[config.mk]
export PLATFORM = sky130hd
export DESIGN_NAME = fwd_hazard_ctrl
export DESIGN_NICKNAME = d
export VERILOG_FILES = /design/src/rtl/fwd_hazard_ctrl.sv
export SDC_FILE = /design/constraint.sdc
export NUM_CORES = 1
export LEC_CHECK = 0
export BUFFER_PORTS_ARGS = -buffer_cell sky130_fd_sc_hd__buf_2
export CORE_MARGIN = 2
export CORE_UTILIZATION = 48
export DETAILED_ROUTE_END_ITERATION = 12
export GPL_TIMING_DRIVEN = 1
export PLACE_DENSITY = 0.77
export SLEW_MARGIN = 15
export SYNTH_ARGS = -nofsm -noshare
export SYNTH_HDL_FRONTEND = slang
export SYNTH_SLANG_ARGS = --single-unit
export TNS_END_PERCENT = 100
[constraint.sdc]
create_clock -name clk -period 2.5 [get_ports clk]
set_input_delay 0.375 -clock clk [delete_from_list [all_inputs] [get_ports clk]]
set_output_delay 0.375 -clock clk [all_outputs]
set_load 0.05 [all_outputs]
[src/rtl/fwd_hazard_ctrl.sv]
// fwd_hazard_ctrl
// Forwarding and hazard control for the EX-stage operand muxes.
// Tracks the destinations of instructions in EX, MEM and WB and compares
// them against the ID-stage sources. Produces:
//   - registered operand-A/B select codes for EX,
//   - a combinational load-use stall,
//   - a registered bubble flag.
// Select codes: 00 = register file, 01 = EX/MEM, 10 = MEM/WB, 11 = late WB.
// Optional build macro FWD_WB_BYPASS_EN: the WB slot takes part in
// matching and code 11 is produced. When the macro is undefined, the WB
// slot is not stored at all.
module fwd_hazard_ctrl #(
    parameter int RB           = 5,
    parameter int R0_HARDWIRED = 1
) (
    input  logic          clk,
    input  logic          rst_n,
    input  logic          id_valid,
    input  logic [RB-1:0] id_rs1,
    input  logic [RB-1:0] id_rs2,
    input  logic          id_use_rs1,
    input  logic          id_use_rs2,
    input  logic [RB-1:0] id_rd,
    input  logic          id_wr,
    input  logic          id_load,
    input  logic          flush,
    output logic          stall,
    output logic          bubble,
    output logic [0:1]    sel_a,
    output logic [0:1]    sel_b
);

    // Operand mux select codes. The first (left) bit is the mux MSB, which
    // lands in bit 0 of the [0:1] select ports.
    typedef enum logic [1:0] {
        SEL_RF  = 2'b00,
        SEL_EX  = 2'b01,
        SEL_MEM = 2'b10,
        SEL_WB  = 2'b11
    } sel_t;

    // Slot contents used for matching. The load flag only matters while
    // the producer sits in EX, so it is kept beside the EX slot rather
    // than being carried down the pipe.
    typedef struct packed {
        logic          v;
        logic [RB-1:0] rd;
        logic          wr;
    } slot_t;

    slot_t ex_q;
    logic  ex_ld_q;
    slot_t mem_q;
`ifdef FWD_WB_BYPASS_EN
    slot_t wb_q;
`endif

    sel_t code_a;
    sel_t code_b;
    logic ex_hit_rs1;
    logic ex_hit_rs2;
    logic issue;

    // True when slot s produces register r and r is a forwardable register.
    function automatic logic slot_match(input slot_t s, input logic [RB-1:0] r);
        logic r0_blocked;
        r0_blocked = (R0_HARDWIRED != 0) && (r == '0);
        return s.v && s.wr && (s.rd == r) && !r0_blocked;
    endfunction

    // EX-slot compares feed both the stall and the select logic. The
    // stall path deliberately touches only ID inputs and the EX slot.
    always_comb begin
        ex_hit_rs1 = id_use_rs1 && slot_match(ex_q, id_rs1);
        ex_hit_rs2 = id_use_rs2 && slot_match(ex_q, id_rs2);
    end

    // Load-use hazard: the load's data is not ready for the next EX
    // cycle. A flush kills the ID instruction, so it never stalls.
    always_comb begin
        stall = id_valid && !flush && ex_ld_q && (ex_hit_rs1 || ex_hit_rs2);
        issue = id_valid && !flush && !stall;
    end

    // Operand-A select, nearest producer first.
    always_comb begin
        // NOTE: default assignment first so every path drives code_a and
        // no latch is inferred.
        code_a = SEL_RF;
        if (ex_hit_rs1) begin
            code_a = SEL_EX;
        end else if (id_use_rs1 && slot_match(mem_q, id_rs1)) begin
            code_a = SEL_MEM;
        end
`ifdef FWD_WB_BYPASS_EN
        else if (id_use_rs1 && slot_match(wb_q, id_rs1)) begin
            code_a = SEL_WB;
        end
`endif
    end

    // Operand-B select, nearest producer first.
    always_comb begin
        code_b = SEL_RF;
        if (ex_hit_rs2) begin
            code_b = SEL_EX;
        end else if (id_use_rs2 && slot_match(mem_q, id_rs2)) begin
            code_b = SEL_MEM;
        end
`ifdef FWD_WB_BYPASS_EN
        else if (id_use_rs2 && slot_match(wb_q, id_rs2)) begin
            code_b = SEL_WB;
        end
`endif
    end

    // Slot tracking: advance the pipe every cycle; EX takes the ID
    // instruction when it issues, otherwise a bubble.
    always_ff @(posedge clk or negedge rst_n) begin
        if (!rst_n) begin
            // NOTE: non-blocking assignments throughout sequential logic so
            // every slot samples its upstream value from before the edge.
            ex_q    <= '0;
            ex_ld_q <= 1'b0;
            mem_q   <= '0;
`ifdef FWD_WB_BYPASS_EN
            wb_q    <= '0;
`endif
        end else begin
            mem_q <= ex_q;
`ifdef FWD_WB_BYPASS_EN
            wb_q  <= mem_q;
`endif
            if (issue) begin
                ex_q    <= '{v: 1'b1, rd: id_rd, wr: id_wr};
                ex_ld_q <= id_load;
            end else begin
                ex_q    <= '0;
                ex_ld_q <= 1'b0;
            end
        end
    end

    // Registered select codes and bubble flag for the EX cycle.
    always_ff @(posedge clk or negedge rst_n) begin
        if (!rst_n) begin
            sel_a  <= SEL_RF;
            sel_b  <= SEL_RF;
            bubble <= 1'b1;
        end else if (issue) begin
            sel_a  <= code_a;
            sel_b  <= code_b;
            bubble <= 1'b0;
        end else begin
            sel_a  <= SEL_RF;
            sel_b  <= SEL_RF;
            bubble <= 1'b1;
        end
    end

endmodule

# --- Yosys cells after proc, flatten, opt, wreduce, memory -nomap -nowiden ---
# Index checks and enable logic that the tools add are counted.
classes:
  mux: 9
  reduce_logical: 25
  n_eq_ne: 4
ops:
  columns: ["operator", "count"]
  rows:
  - ["equality test 5 bit", 4]
  - ["logical AND 1 bit", 18]
  - ["2-to-1 mux 2 bit", 6]
  - ["logical NOT 5 bit", 2]
  - ["2-to-1 mux 7 bit", 1]
  - ["logical NOT 1 bit", 4]
  - ["2-to-1 mux 1 bit", 2]
  - ["logical OR 1 bit", 1]
totals:
  ff_bits: 20
  output_inout_bits: 6
  word_cells: 48
  in_bits: 23

# --- Logic depth before layout (Yosys ltp) ---
# Gate-level depths: netlist of the first run.
logic_depth:
  word_depth: 9
  ltp_mapped: 6
  depth_no_buf: 5

# --- Worst setup path before layout of the first run ---
# Ideal clock, no wire load.
synth_path:
  kind: "register to output"
  start: "reg ex_q[3] (netlist name)"
  end: "out stall"
  path_buffers: 1
  t_required_ps: 2125
  arrival_ps: 1805
  setup_slack_ps: 320
  path_stages_with_launch: 7
  path_cell_list: "dfrtp_1 > xnor2_1 > nand4_1 > nor4_1 > o21a_1 > buf_6 > and2_1"
synth_via:
  elab_chain_cells: 6
  word_cells_on_any_way: 10
  classes_between: "eq/ne: 2; reduce/logical: 8"
synth_lines:
  columns: ["element", "line", "rtl"]
  rows:
  - ["start, declared", "51", "slot_t ex_q;"]
  - ["start signal, assigned", "135", "ex_q <= '{v: 1'b1, rd: id_rd, wr: id_wr};"]
  - ["equality test 5 bit", "68", "return s.v && s.wr && (s.rd == r) && !r0_blocked;"]
  - ["logical AND 1 bit (2 in a row)", "68", null]
  - ["logical AND 1 bit, on equally long branches", "74, 75", null]
  - ["logical OR 1 bit (*)", "81", "stall = id_valid && !flush && ex_ld_q && (ex_hit_rs1 || ex_hit_rs2);"]
  - ["logical AND 1 bit (*)", "81", null]
  - ["end, declared", "27", "output logic stall,"]
# Every way passes the cells marked *; elsewhere a longest branch is shown, timed or not.

# --- Final worst setup path of the first run ---
layout_path:
  start: "reg ex_q[2] (netlist name)"
  end: "out stall"
# The elaborated chain is that of the path after synthesis.

==> summary.txt, run 1 <==
Worst hold margin - 0.266 ns
Die Ht - 47.5 um
Vias in the first global route - 638
Most frequent cells in the layout - 27 x buf_2, 19 x dfrtp_1, 12 x xnor2_1
Total gr overflow - 0
Slew Limit Headroom - 72.1%
Via/cell ratio - 4.83
Synthesized Nets - 103
Final Hold Fails - 0
Syn avg cell area - 11.3 sq um
Core Area - 1750 sq um
Routability cong. - 0.882
Fin crit period - 2.34 ns
Inst Count DP - 133
Largest net degree at the start of global routing - 21
Final Power - 676 uW
Largest family of logic cells by synthesized area - XOR/XNOR gates
Post-Route WL - 1770 um
ANT cells - 0
Slew of the pin with the lowest slew margin - 0.418 ns
Final-report max-slew violation count - 0
Setup_tns - 0 ns
Top Ports - 29
Longest Clk Path Bufs - 2
Worst-path fanout max - 4
Die W - 47.5 um
Layout cells sized above 1 - 34.5%
Post-synthesis mux area share - 0%
Crit. End Element - output port
VDD IR max - 368 uV
Leading cell type in the layout, fill and taps excluded - buf_2
Synth Area in Compound Gates - 4.69%
Status - finished, final reports clean
Max H-tree Level - 1
Static Leak - 0.564 nW
Final Non-Filler Cells - 138
Post-Synthesis Cells - 80
Crit Path Class - flip-flop to output port
CTS Buf Count - 3
Clock transition at path regs - 0.11 ns
Fillers - 156
Port bufs - 28
# Post-CTS Setup Buffers - 0
Adder-cell share of the synthesized area - 0%
Post-route antenna net violation count - 0
Synth Register Bits - 20
Fmax - 0.427 GHz
Global-route wire length before repair - 2700 um
Synth-to-Final Area Change - 29.2%
Vias post-DR - 666
Drt wl/cell - 12.8 um
CTS Sinks - 20
Post-Syn Area - 907 sq um
Root Buffer - clkbuf_4
Sequential area share after synthesis - 55.3%
Setup crit start kind - flip-flop
Max-cap violation count - 0
Row count - 15
Synth Area in XOR/XNOR - 19.3%
Worst skew pair latency - 0.30 ns
Drt initial violations - 10
Simple-Gate Fraction of Synth Area - 18.9%
Remaining DRCs - 0
Final nets - 137
DIE AREA - 2250 sq um
P per Cell Area - 577 nW/um^2
Clock skew - 0.00684 ns
Total track usage - 18.2%
CTS tree - yes
Ys Warns - 0
Final cycle utilization of the critical path - 93.7%
Crit path DAT - 1.97 ns
Drt first pass iters - 4
Starting Density - 52.0%
HP Class - input port to flip-flop
Netlist cell types - 21
Final setup fails - 0
Unrepaired setup endpoints after global routing - no
Critical Path RT - 2.12 ns
Initial antenna violation count - 0
## Yosys cell counts, drive strengths merged
cell type,number,share of area [%]
xnor2,12,12
and2,1,0.69
and3,1,0.69
o21a,1,0.83
o21ai,2,1.9
a2111oi,1,1.1
nand2,8,3.3
dfstp,1,2.9
or4,3,2.5
nor3b,2,1.7
a211oi,1,0.83
xor2,8,7.7
nor2,8,3.3
nand2b,2,1.4
buf,2,1.8
dfrtp,19,52
nand4,3,2.1
nor2b,1,0.69
nand3,1,0.55
nor4,3,2.1
## where the power goes
part	switching (mW)	internal [mW]
Combinational	0.0414	0.0358
Clock	0.0940	0.162
Sequential	0.00871	0.334
## registers in the layout (all words and copies together) (netlist names)
register / count
bubble: 1
ex_ld_q: 1
ex_q: 7
mem_q: 7
sel_a: 2
sel_b: 2
## worst max-delay path: stages, from the launching register on
cell	delay, ns
dfrtp_1	0.43
xnor2_1	0.19
nand4_1	0.17
nor4_4	0.32
o21a_1	0.19
and2_1	0.13
clkbuf_4	0.22
## final cells by class
cell class	count	area [sq um]	share of cell area [%]
well taps	25	31.3	2.67
flip-flops and latches	20	502	42.8
multi-input cells	58	419	35.8
clock inverters	1	30.0	2.56
clock buffers	3	22.5	1.92
repair buffers	31	168	14.3
## final timing paths
| check | endpoint | from | depth (start not counted) | slack (ns) |
|---|---|---|---|---|
| max | stall | ex_q[2]$_DFF_PN0_ | 6 | 0.16 |
| min | ex_q[1]$_DFF_PN0_ | id_rd[0] | 3 | 0.27 |
| max reg2reg | bubble$_DFF_PN1_ | ex_q[2]$_DFF_PN0_ | 6 | 0.86 |
| min reg2reg | mem_q[6]$_DFF_PN0_ | ex_q[6]$_DFF_PN0_ | 0 | 0.39 |
| max in group asynchronous | bubble$_DFF_PN1_ | rst_n | 2 | 1.63 |
| min in group asynchronous | ex_q[0]$_DFF_PN0_ | rst_n | 2 | 0.54 |
## through the flow
| step | utilization, % | instance area (sq um) | worst slack [ns] |
|---|---|---|---|
| global placement | 61.7 | 1080 | 0.288 |
| detailed placement | 61.7 | 1080 | 0.193 |
| finish | 67.2 | 1170 | 0.158 |
| floorplan | - | 907 | 0.320 |
| global route | 67.2 | 1170 | 0.0218 |
| CTS | 66.5 | 1160 | 0.0363 |
## logic make-up after synthesis
kind of cell / after synthesis
AOI/OAI and AO/OA: 5
xor gates and xnor gates: 20
buffers and inverters: 2
DFF: 20
and+or+nand+nor: 33
## layer usage
metal	vias up	track usage, %	wire (um)
met5	-	0	0
met4	0	10.6	29
met3	4	4.91	89
met2	19	29.5	888
li1	336	-	-
met1	307	21.9	761
## repair_timing
| action | in CTS | in global routing |
|---|---|---|
| resized for setup | 3 | 2 |
| pin swaps | 0 | 1 |
| hold buffers | 1 | 0 |
| endpoints found under the setup margin | 1 | 1 |
| hold endpoints to repair | 12 | 0 |
No activity file was read; power rests on OpenSTA's default activity.
==> run 2: changes to the inputs <==
--- a/config.mk
+++ b/config.mk
@@ -7,10 +7,10 @@
 export LEC_CHECK = 0
 export BUFFER_PORTS_ARGS = -buffer_cell sky130_fd_sc_hd__buf_2
 export CORE_MARGIN = 2
-export CORE_UTILIZATION = 48
+export CORE_UTILIZATION = 52
 export DETAILED_ROUTE_END_ITERATION = 12
 export GPL_TIMING_DRIVEN = 1
-export PLACE_DENSITY = 0.77
+export PLACE_DENSITY = 0.82
 export SLEW_MARGIN = 15
 export SYNTH_ARGS = -nofsm -noshare
 export SYNTH_HDL_FRONTEND = slang
==> constraint.sdc (replaced) <==
create_clock -name clk -period 2.95 [get_ports clk]
set_input_delay 0.4425 -clock clk [delete_from_list [all_inputs] [get_ports clk]]
set_output_delay 0.4425 -clock clk [all_outputs]
set_load 0.05 [all_outputs]
==> run 2 against run 1 <==
Clock power shrank 40%. Largest power group unchanged. Die area down 7.1%. Core utilization shrank 1.8 points.
==> summary.txt, run 2 (same netlist as run 1, synthesis figures left out) <==
Status - finished, final reports clean (unchanged)
Top Ports - 29 (unchanged)
Most frequent cells in the layout - 28 x buf_2, 19 x dfrtp_1, 12 x xnor2_1 (was 27 x buf_2, 19 x dfrtp_1, 12 x xnor2_1)
Area occupied by multi-input gates - 389 sq um (was 419 sq um)
Slew Limit Headroom - 54.4% (was 72.1%)
HP Class - input port to asynchronous set/reset pin (was input port to flip-flop)
Drt initial violations - 7 (was 10)
Post-Place Worst Slack - 0.479 ns (was 0.193 ns)
Reg2Reg Depth - 6 (unchanged)
Layout cells sized above 1 - 33.0% (was 34.5%)
Die Ht - 45.8 um (was 47.5 um)
Vias post-DR - 681 (was 666)
Slew of the pin with the lowest slew margin - 0.678 ns (was 0.418 ns)
Fmax - 0.373 GHz
VDD IR max - 335 uV (was 368 uV)
Global-route wire length before repair - 2560 um (was 2700 um)
Max-cap violation count - 0 (unchanged)
Total track usage - 17.8% (was 18.2%)
Fin crit period - 2.68 ns
Root Buffer - clkbuf_4 (unchanged)
CTS Buf Count - 3 (unchanged)
Routability cong. - 0.838 (was 0.882)
Post-Route WL - 1660 um (was 1770 um)
Reg2Reg Launch Point - ex_q[3]$_DFF_PN0_ (was ex_q[2]$_DFF_PN0_)
Initial antenna violation count - 0 (unchanged)
Critical Path RT - 2.51 ns (was 2.12 ns)
Crit. End Element - output port (unchanged)
Synth-to-Final Area Change - 21.7% (was 29.2%)
Final Hold Fails - 0 (unchanged)
Fillers - 133 (was 156)
Final-report max-slew violation count - 0 (unchanged)
Hold buffers post-CTS - 0 (was 1)
Fin worst setup slack - 0.270 ns (was 0.158 ns)
Leading cell type in the layout, fill and taps excluded - buf_2 (unchanged)
Post-CTS sizing - 0 (was 3)
Via/cell ratio - 5.28 (was 4.83)
Crit Path Class - flip-flop to output port (unchanged)
# Post-CTS Setup Buffers - 0 (unchanged)
Drt first pass iters - 4 (unchanged)
Longest Clk Path Bufs - 2 (unchanged)
Setup crit start kind - flip-flop (unchanged)
R2R Path End - ex_q[3]$_DFF_PN0_ (was bubble$_DFF_PN1_)
FF/Latch Area - 502 sq um (unchanged)
Final cycle utilization of the critical path - 90.8%
Final setup fails - 0 (unchanged)
DIE AREA - 2090 sq um (was 2250 sq um)
Final nets - 136 (was 137)
Port bufs - 28 (unchanged)
Starting Density - 53.7% (was 52.0%)
Drt wl/cell - 12.8 um (about the same)
Unrepaired setup endpoints after global routing - no (unchanged)
Largest regs - ex_q (7), mem_q (7) (unchanged)
Die W - 45.8 um (was 47.5 um)
CTS Sinks - 20 (unchanged)
Worst-path fanout max - 4 (unchanged)
Total gr overflow - 0 (unchanged)
Setup_tns - 0 ns (unchanged)
Row count - 15 (unchanged)
Static Leak - 0.545 nW (was 0.564 nW)
Post-DP HPWL - 1330 um
Worst skew pair latency - 0.29 ns (was 0.30 ns)
Largest net degree at the start of global routing - 21 (unchanged)
ANT cells - 0 (unchanged)
Clock transition at path regs - 0.11 ns (about the same)
Crit path DAT - 2.24 ns (was 1.97 ns)
R2R setup slack - 1.07 ns (was 0.86 ns)
Remaining DRCs - 0 (unchanged)
Clock skew - 0.00287 ns (was 0.00684 ns)
Max H-tree Level - 1 (unchanged)
Core Area - 1690 sq um (was 1750 sq um)
Post-route antenna net violation count - 0 (unchanged)
Vias in the first global route - 631 (was 638)
CTS tree - yes (unchanged)
P per Cell Area - 456 nW/um^2 (was 577 nW/um^2)
==> run 2: changes by cell type in the layout (fill, tap and decap cells not counted), sizes merged <==
cell,delta
buf,+1
bufinv,-1
dlygate4sd3,-1
==> run 2: worst max-delay path by stage <==
stage | start | endpoint | slack, ns | cells past startpoint
after floorplan | id_rs2[2] | stall | 0.68 | 6
after global routing | ex_q[5]$_DFF_PN0_ | stall | 0.11 | 6
after CTS | ex_q[3]$_DFF_PN0_ | stall | 0.26 | 6
final | ex_q[3]$_DFF_PN0_ | stall | 0.27 | 6
after global placement | id_rs2[3] | stall | 0.54 | 7
after detailed placement | id_rs2[3] | stall | 0.48 | 7
==> run 2: worst max-delay path, stage by stage (launching register included) <==
cell and delay (ns):
dfrtp_1 0.44, xnor2_1 0.16, nand4_1 0.11, nor4_1 0.62
o21a_1 0.23, and2_1 0.13, buf_2 0.26
==> run 2: cell type report <==
type                    count  area share [%]
multi-input cells          58            35.3
clock buffers               4            3.29
flip-flops and latches     20            45.5
well taps                  17            1.93
repair buffers             30            14.1
==> run 2: routing by layer <==
metal	up-vias	track usage, %	routed length [um]
li1	334	-	-
met1	326	22.7	724
met2	19	28.7	850
met3	2	2.38	71
met4	0	10.3	10
met5	-	0	0
==> run 2: per-stage QoR <==
stage | cell area, sq um | total power [mW] | hold slack [ns] | util (%) | instances
2_1_floorplan | 907 | 0.325 | 0.147 | - | 80
6_report | 1100 | 0.504 | 0.0674 | 65.3 | 129
4_1_cts | 1100 | 0.509 | 0.0795 | 65.3 | 129
5_1_grt | 1100 | 0.526 | 0.0895 | 65.3 | 129
3_3_place_gp | 1070 | 0.355 | 0.356 | 63.2 | 125
3_5_place_dp | 1070 | 0.357 | 0.361 | 63.2 | 125
==> run 2: report_power, final <==
part	switching, mW	internal [mW]	leakage [nW]
sequential	0.00725	0.283	0.267
combinational	0.0306	0.0292	0.257
clock	0.0782	0.0752	0.0210
total	0.116	0.388	0.545
